[config.mk]
export PLATFORM = sky130hd
export DESIGN_NAME = gcd_requester
export DESIGN_NICKNAME = d
export VERILOG_FILES = /design/src/rtl/gcd_requester_pkg.sv /design/src/rtl/gcd_req_fifo.sv /design/src/rtl/gcd_requester.sv
export SDC_FILE = /design/constraint.sdc
export NUM_CORES = 1
export LEC_CHECK = 0
export ABC_CLOCK_PERIOD_IN_PS = 5300
export CAP_MARGIN = 0
export CORE_MARGIN = 5
export CORE_UTILIZATION = 59
export DETAILED_ROUTE_END_ITERATION = 10
export HOLD_SLACK_MARGIN = 0.03
export PLACE_DENSITY_LB_ADDON = 0.12
export RECOVER_POWER = 25
export SLEW_MARGIN = 0
export SYNTH_ARGS = -nofsm -noshare
export SYNTH_HDL_FRONTEND = slang
export SYNTH_SLANG_ARGS = --single-unit
[constraint.sdc]
create_clock -name clk -period 5.3 [get_ports clk]
set_input_delay 1.06 -clock clk [delete_from_list [all_inputs] [get_ports clk]]
set_output_delay 1.06 -clock clk [all_outputs]
set_load 0.01 [all_outputs]
[src/rtl/gcd_requester_pkg.sv]
// Shared definitions for the GCD requester: FSM state encoding and parameter defaults.
package gcd_requester_pkg;

  localparam int GCD_WIDTH_DEF      = 32;
  localparam int GCD_FIFO_DEPTH_DEF = 4;
  localparam int GCD_TIMEOUT_DEF    = 4096;

  typedef enum logic [1:0] {
    ST_IDLE  = 2'd0,
    ST_ISSUE = 2'd1,
    ST_WAIT  = 2'd2,
    ST_HOLD  = 2'd3
  } gcd_state_e;

endpackage

[src/rtl/gcd_req_fifo.sv]
// Synchronous FIFO for operand pairs; pointers carry an extra wrap bit for full/empty.
module gcd_req_fifo #(
  parameter int DW    = 64,
  parameter int DEPTH = 4
) (
  input  logic          clk,
  input  logic          rst,
  input  logic          push,
  input  logic          pop,
  input  logic [DW-1:0] wdata,
  output logic [DW-1:0] rdata,
  output logic          full,
  output logic          empty
);

  localparam int AW = $clog2(DEPTH);
  localparam logic [AW:0] PTR_ONE = (AW + 1)'(1);

  logic [AW:0]   wr_ptr_q, wr_ptr_d;
  logic [AW:0]   rd_ptr_q, rd_ptr_d;
  logic [DW-1:0] mem_q [DEPTH];
  logic          do_push_s, do_pop_s;

  assign empty = (wr_ptr_q == rd_ptr_q);
  assign full  = (wr_ptr_q[AW] != rd_ptr_q[AW]) && (wr_ptr_q[AW-1:0] == rd_ptr_q[AW-1:0]);
  assign rdata = mem_q[rd_ptr_q[AW-1:0]];

  // A push into a full queue is honoured only when the head leaves in the same cycle.
  always_comb begin
    do_pop_s  = pop & ~empty;
    do_push_s = push & (~full | do_pop_s);
    if (do_push_s) begin
      wr_ptr_d = wr_ptr_q + PTR_ONE;
    end else begin
      wr_ptr_d = wr_ptr_q;
    end
    if (do_pop_s) begin
      rd_ptr_d = rd_ptr_q + PTR_ONE;
    end else begin
      rd_ptr_d = rd_ptr_q;
    end
  end

  always_ff @(posedge clk) begin
    if (rst) begin
      wr_ptr_q <= {(AW + 1){1'b0}};
      rd_ptr_q <= {(AW + 1){1'b0}};
    end else begin
      wr_ptr_q <= wr_ptr_d;
      rd_ptr_q <= rd_ptr_d;
    end
  end

  always_ff @(posedge clk) begin
    if (do_push_s) begin
      mem_q[wr_ptr_q[AW-1:0]] <= wdata;
    end
  end

endmodule

[src/rtl/gcd_requester.sv]
// Queues operand pairs, drives an external GCD core one request at a time, and
// holds each result (or a timeout marker) until the consumer accepts it.
module gcd_requester
  import gcd_requester_pkg::*;
#(
  parameter int WIDTH       = GCD_WIDTH_DEF,
  parameter int FIFO_DEPTH  = GCD_FIFO_DEPTH_DEF,
  parameter int TIMEOUT_CYC = GCD_TIMEOUT_DEF
) (
  input  logic             clk,
  input  logic             rst,
  input  logic             op_valid,
  output logic             op_ready,
  input  logic [WIDTH-1:0] op_x,
  input  logic [WIDTH-1:0] op_y,
  output logic [WIDTH-1:0] gcd_x,
  output logic [WIDTH-1:0] gcd_y,
  output logic             gcd_start,
  input  logic [WIDTH-1:0] gcd_result,
  input  logic             gcd_done,
  output logic             res_valid,
  input  logic             res_ready,
  output logic [WIDTH-1:0] res_data,
  output logic             res_timeout,
  output logic             busy
);

  localparam int CNT_W = $clog2(TIMEOUT_CYC);
  localparam logic [CNT_W-1:0] CNT_LAST = CNT_W'(TIMEOUT_CYC - 1);
  localparam logic [CNT_W-1:0] CNT_ONE  = CNT_W'(1);
  localparam logic [CNT_W-1:0] CNT_ZERO = {CNT_W{1'b0}};
  localparam logic [WIDTH-1:0] W_ZERO   = {WIDTH{1'b0}};

  gcd_state_e       state_q, state_d;
  logic [CNT_W-1:0] cnt_q, cnt_d;
  logic [WIDTH-1:0] gcd_x_q, gcd_x_d, gcd_y_q, gcd_y_d;
  logic [WIDTH-1:0] res_data_q, res_data_d;
  logic             gcd_start_q, gcd_start_d;
  logic             res_valid_q, res_valid_d;
  logic             res_timeout_q, res_timeout_d;

  logic [2*WIDTH-1:0] head_s;
  logic [WIDTH-1:0]   head_x_s, head_y_s;
  logic               fifo_full_s, fifo_empty_s, push_s, pop_s;

  assign push_s   = op_valid & ~fifo_full_s;
  assign head_x_s = head_s[2*WIDTH-1:WIDTH];
  assign head_y_s = head_s[WIDTH-1:0];

  gcd_req_fifo #(
    .DW    (2 * WIDTH),
    .DEPTH (FIFO_DEPTH)
  ) u_fifo (
    .clk   (clk),
    .rst   (rst),
    .push  (push_s),
    .pop   (pop_s),
    .wdata ({op_x, op_y}),
    .rdata (head_s),
    .full  (fifo_full_s),
    .empty (fifo_empty_s)
  );

  // Next-state logic; the head stays queued until its result is accepted in HOLD.
  always_comb begin
    state_d       = state_q;
    cnt_d         = cnt_q;
    gcd_x_d       = gcd_x_q;
    gcd_y_d       = gcd_y_q;
    gcd_start_d   = 1'b0;
    res_valid_d   = res_valid_q;
    res_data_d    = res_data_q;
    res_timeout_d = res_timeout_q;
    pop_s         = 1'b0;
    case (state_q)
      ST_IDLE: begin
        if (fifo_empty_s) begin
          state_d = ST_IDLE;
        end else if ((head_x_s != W_ZERO) && (head_y_s != W_ZERO)) begin
          state_d     = ST_ISSUE;
          gcd_x_d     = head_x_s;
          gcd_y_d     = head_y_s;
          gcd_start_d = 1'b1;
        end else begin
          state_d       = ST_HOLD;
          res_valid_d   = 1'b1;
          res_data_d    = head_x_s | head_y_s;
          res_timeout_d = 1'b0;
        end
      end
      ST_ISSUE: begin
        state_d = ST_WAIT;
        cnt_d   = CNT_ZERO;
      end
      ST_WAIT: begin
        // cnt_q == 0 marks the first WAIT cycle, where a stale done is ignored.
        if (gcd_done && (cnt_q != CNT_ZERO)) begin
          state_d       = ST_HOLD;
          res_valid_d   = 1'b1;
          res_data_d    = gcd_result;
          res_timeout_d = 1'b0;
        end else if (cnt_q == CNT_LAST) begin
          state_d       = ST_HOLD;
          res_valid_d   = 1'b1;
          res_data_d    = W_ZERO;
          res_timeout_d = 1'b1;
        end else begin
          cnt_d = cnt_q + CNT_ONE;
        end
      end
      ST_HOLD: begin
        if (res_ready) begin
          state_d       = ST_IDLE;
          pop_s         = 1'b1;
          res_valid_d   = 1'b0;
          res_timeout_d = 1'b0;
        end else begin
          state_d = ST_HOLD;
        end
      end
      default: begin
        state_d = ST_IDLE;
      end
    endcase
  end

  always_ff @(posedge clk) begin
    if (rst) begin
      state_q       <= ST_IDLE;
      cnt_q         <= CNT_ZERO;
      gcd_x_q       <= W_ZERO;
      gcd_y_q       <= W_ZERO;
      gcd_start_q   <= 1'b0;
      res_valid_q   <= 1'b0;
      res_data_q    <= W_ZERO;
      res_timeout_q <= 1'b0;
    end else begin
      state_q       <= state_d;
      cnt_q         <= cnt_d;
      gcd_x_q       <= gcd_x_d;
      gcd_y_q       <= gcd_y_d;
      gcd_start_q   <= gcd_start_d;
      res_valid_q   <= res_valid_d;
      res_data_q    <= res_data_d;
      res_timeout_q <= res_timeout_d;
    end
  end

  assign op_ready    = ~fifo_full_s;
  assign busy        = (state_q != ST_IDLE) | ~fifo_empty_s;
  assign gcd_x       = gcd_x_q;
  assign gcd_y       = gcd_y_q;
  assign gcd_start   = gcd_start_q;
  assign res_valid   = res_valid_q;
  assign res_data    = res_data_q;
  assign res_timeout = res_timeout_q;

endmodule

# Yosys cells after proc, flatten, opt, wreduce, memory -nomap -nowiden
# Memories as Yosys holds them, arrays and structs flattened. A register that Yosys moved wholly into a read port is not among the register bits.
# Cells that the tools add are included.
# op_classes
n_eq_ne	13
n_reduce_logical	16
n_mux	31
n_addsub	3
bitwise	9
# ops
operator	n
32-bit two-way mux	4
32-bit case mux with 2 select lines	1
32-bit nonzero test	2
32-bit OR	1
12-bit two-way mux	2
12-bit case mux with 2 select lines	1
2-bit two-way mux	7
1-bit two-way mux	13
12-bit by 1-bit adder with 12-bit output (second input constant)	1
12-bit == test (second input constant)	1
12-bit nonzero test	1
2-bit inequality test (second input constant)	5
2-bit case mux with 4 select lines	1
3-bit by 1-bit adder with 3-bit output (second input constant)	2
1-bit case mux with 3 select lines	2
3-bit AND reduction	2
2-bit nonzero test	3
5-bit AND reduction	1
2-bit == test (second input constant)	2
4-bit AND reduction	1
1-bit bitwise AND	3
3-bit == test	1
1-bit logical AND	3
3-bit inequality test (second input constant)	1
other kinds (8)	11
# word_totals
mem_count	1
regBits	119
inputBits	101
ram_bits	256
# mem_list
name	depth	word_bits	read_ports	rd_ports_with_merged_regs	write_ports	line_no	text
u_fifo.mem_q	4	64	1	1	1	gcd_req_fifo.sv:21	logic [DW-1:0] mem_q [DEPTH];

# Logic depth before layout (Yosys ltp)
# logic_depth
ltp_word	7
depth_mapped	10

# Cells and area by module
# Synthesis repeated with hierarchy kept, for this count alone.
# hier_totals
hier_cells	975
area_unflattened_um2	15331.0
# modules_own_cells
module	n_inst	area_each_um2	cells_each
gcd_req_fifo	1	9755.6	389
gcd_requester	1	5575.3	586

# Least setup slack after synthesis
# OpenSTA, ideal clock, no wires.
# synth_path
path_kind	input -> register
start	input port op_valid
end	memory u_fifo.mem_q[3][0], enable pin
stages	1
path_slack_ps	2234
arrival_time_ps	2635
required_time_ps	4869
n_path_buf	0
setup_time_ps	431
path_cell_list	and3_1
# synth_between
elab_chain_len	4
# synth_rtl
element	line_no	text
start: declaration	gcd_requester.sv:12	input logic op_valid,
1-bit bitwise AND	gcd_requester.sv:46	assign push_s = op_valid & ~fifo_full_s;
1-bit bitwise AND	gcd_req_fifo.sv:31	do_push_s = push & (~full | do_pop_s);
1-bit two-way mux	gcd_req_fifo.sv:55	if (do_push_s) begin
1-bit two-way mux (not written as such)	gcd_req_fifo.sv:56	mem_q[wr_ptr_q[AW-1:0]] <= wdata;
end: declaration	gcd_req_fifo.sv:21	
# No other way between the ends.

==> metrics.txt <==
Synth top cells by count=edfxtp_1 (256), a21oi_1 (132), dfxtp_1 (121), nand3_1 (71), o21ai_0 (67); CP max stage cell=dfxtp_4; FF-to-FF setup slack=1.32 ns; Max Cap Viol=0; Worst-Margin Slew=1.18 ns; gr usage total=between 20% and 30%; Post-Syn Nets=roughly 1100; setup ws final=1.32 ns; synthesized flop and latch total=377; Final Max Slew Viols=0; H-Tree Depth=2; Mapped Area=roughly 15000 µm²; DRC viols=0; CTS sink cnt=377; Root Driver=clkbuf_16; row cnt=57; setup TNS=0 ns; Final Core Density=between 70% and 80%; CTS tree=done; slew margin rel.=a little over a fifth; NumNets Final=about 1300; Max clock buf depth=3; Reg power frac=approximately 47%; RSZ-0062 raised after global routing=false; top cell type's share of synthesized area=between 50% and 60%; Final HPWL DP=approximately 25 mm; clock power share=36.8%; post-place setup slack=between 1 and 1.5 ns; IO Pins=202; Hold EP=res_valid; part of the power in combinational logic=between 10% and 20%; hold crit path type=reg2reg; Die Footprint=roughly 28000 µm²; Sw Ratio=25.9%; largest net degree at the start of global routing=66; Skew-Pair Late Insertion Delay=0.53 ns; Placed Cells=1446; wire per inst=approximately 25 µm; crit path cell chain=buf_12 > mux4_2 > nor4_1 > nand4_1 > o22ai_4 > buf_4 > o21ai_0 > a21oi_1; Most used DFF post-synth=edfxtp_1; CTS Buf Count=38; Buf/Inv on CP=2; vias in the first global route=approximately 9300; Vias=around 9700; CP Class=reg2reg; most common cell in the netlist=edfxtp_1; layout cells sized above 1=12.9%; die extent in x=approximately 170 µm; Worst EP arrival=approximately 4.4 ns; first-pass GRT wire length=~58 mm; Hold Crit Depth=1; async set-reset flop share out of synthesis=0%; drt first pass iters=5; Crit path largest cell delay=0.67 ns; Max VDD drop=slightly below 300 µV; Die Ht=around 170 µm; GRT overflow=0; Synth area leader=edfxtp_1; Core Area=between 20000 and 25000 µm²; Worst R2R Path Depth=8; startpoint class of the critical path=flop; vias per inst=between 6 and 7; Netlist cell types=37; hold buffer count at cts=0; hold path start=res_valid; status=complete, no violations; area delta synth->final=24.6%; Synth Instances=between 900 and 1000; CP top delay family=compound AO/OA/AOI/OAI gates; initial antenna violation count=3; Starting Density=around three fifths; Ys Warns=0; Worst Path Required=approximately 5.7 ns; remaining antenna violation count=0; final critical-path share of the clock period=75.1%; clock skew=0.0226 ns; Critical Path End Type=flop; drt total wl=38.5 mm; non-filler cells, final=around 1500; R2R Path End=gcd_y[15]; synth top area cells=edfxtp_1 (53%), dfxtp_1 (17%), mux4_2 (9.9%); endpoints failing hold=0; P_sw=between 1.5 and 2 mW; leak pwr=5.78 nW; initial drt markers=about 1200; postcts setup bufs=0; # setup viols final=0; power density cells=just over 400 nW/µm²; gpl congestion=roughly 0.87; IO buf count=around 200; EDFF count, synth=roughly 260; Mean Syn Cell Area=roughly 15 µm²; Worst Path Max Fanout=between 40 and 50; Reg clk slew, reported paths=roughly 0.060 ns; cell-internal power=between 5 and 6 mW; post-CTS resize count=0; fmax=around 250 MHz; fillers=around 1500; sequential fraction of the synthesis area=69.3%; fin crit period=approximately 4.0 ns
==> cell families (layout without fill, tap and decap cells) <==
| kind of cell | count (synthesis) | count (layout) | share of synthesized area, % |
|---|---|---|---|
| and+or+nand+nor | 156 | 156 | 5.52 |
| adders and majority gates | 7 | 7 | 0.601 |
| muxes | 65 | 65 | 9.95 |
| buffers and inverters | 85 | 297 | 2.64 |
| other | 0 | 4 | 0 |
| xor gates and xnor gates | 17 | 17 | 1.02 |
| AOI/OAI and AO/OA | 273 | 273 | 10.9 |
| DFF | 377 | 377 | 69.3 |
==> cell type report <==
type                       instances  area (µm²)  area share, %
timing repair buffer             219        2170           11.9
clock inverter                    14         145          0.799
sequential                       377       10100           55.7
inverter                           8        30.0          0.165
clock buffer                      56        1140           6.30
antenna                            4        10.0         0.0551
tap                              324         405           2.23
multi-input combinational        518        4140           22.8
==> stage by stage <==
stage / power (mW) / hold slack, ns / instance area, µm²
final: 7.37 / 0.466 / 18200
after global routing: 7.63 / 0.493 / 18200
after CTS: 7.39 / 0.472 / 18200
after detailed placement: 4.70 / 0.458 / 16900
after global placement: 4.69 / 0.456 / 16900
after floorplan: 4.13 / 0.498 / 14600
==> routing by layer <==
layer | up-vias | part of all wire (%) | global-route usage (%)
met4 | 2 | 3.0 | 7.52
li1 | 4241 | - | -
met3 | 83 | 11 | 7.40
met5 | - | 0.034 | 0
met2 | 559 | 47 | 41.5
met1 | 4843 | 40 | 38.2
==> power by group through the flow <==
stage          Combinational, mW  Clock (mW)  Sequential, mW
2_1_floorplan              0.587           0            3.55
3_3_place_gp                1.17           0            3.52
3_5_place_dp                1.18           0            3.52
4_1_cts                     1.19        2.74            3.47
5_1_grt                     1.28        2.87            3.48
6_report                    1.19        2.71            3.47
==> registers in the layout, summed over array words and instances, names as in the netlist, named ones only <==
register / count
res_valid: 1
state_q: 2
u_fifo.wr_ptr_q: 3
cnt_q: 12
gcd_x: 32
gcd_start: 1
res_data: 32
res_timeout: 1
u_fifo.mem_q: 256
u_fifo.rd_ptr_q: 3
gcd_y: 32
==> placed cells by master (no fill, tap or decap), types with 10 or more instances in the layout <==
master,instances
dfxtp_1,119
clkbuf_1,10
o21a_1,33
buf_4,17
a311oi_1,33
dlygate4sd3_1,48
mux4_2,64
clkdlybuf4s50_1,152
nor4_1,18
xor2_1,10
nand3_1,71
o21ai_0,67
edfxtp_1,256
clkbuf_16,42
a21oi_1,132
nor2_1,26
nand4_1,10
==> worst reg2reg max path, stage by stage (launching register included) <==
cell	delay, ns
dfxtp_4	0.67
buf_12	0.35
mux4_2	0.67
nor4_1	0.38
nand4_1	0.35
o22ai_4	0.54
buf_4	0.50
o21ai_0	0.23
a21oi_1	0.22
==> worst max path at each step <==
| stage | from | to | cells past startpoint |
|---|---|---|---|
| 4_1_cts | flop | gcd_y[15] | 8 |
| 3_3_place_gp | flop | gcd_y[9] | 8 |
| 2_1_floorplan | op_valid | u_fifo.mem_q[3][0] | 1 |
| 6_report | flop | gcd_y[15] | 8 |
| 5_1_grt | flop | gcd_y[15] | 8 |
| 3_5_place_dp | flop | gcd_y[12] | 8 |
No activity file was read; power rests on OpenSTA's default activity.
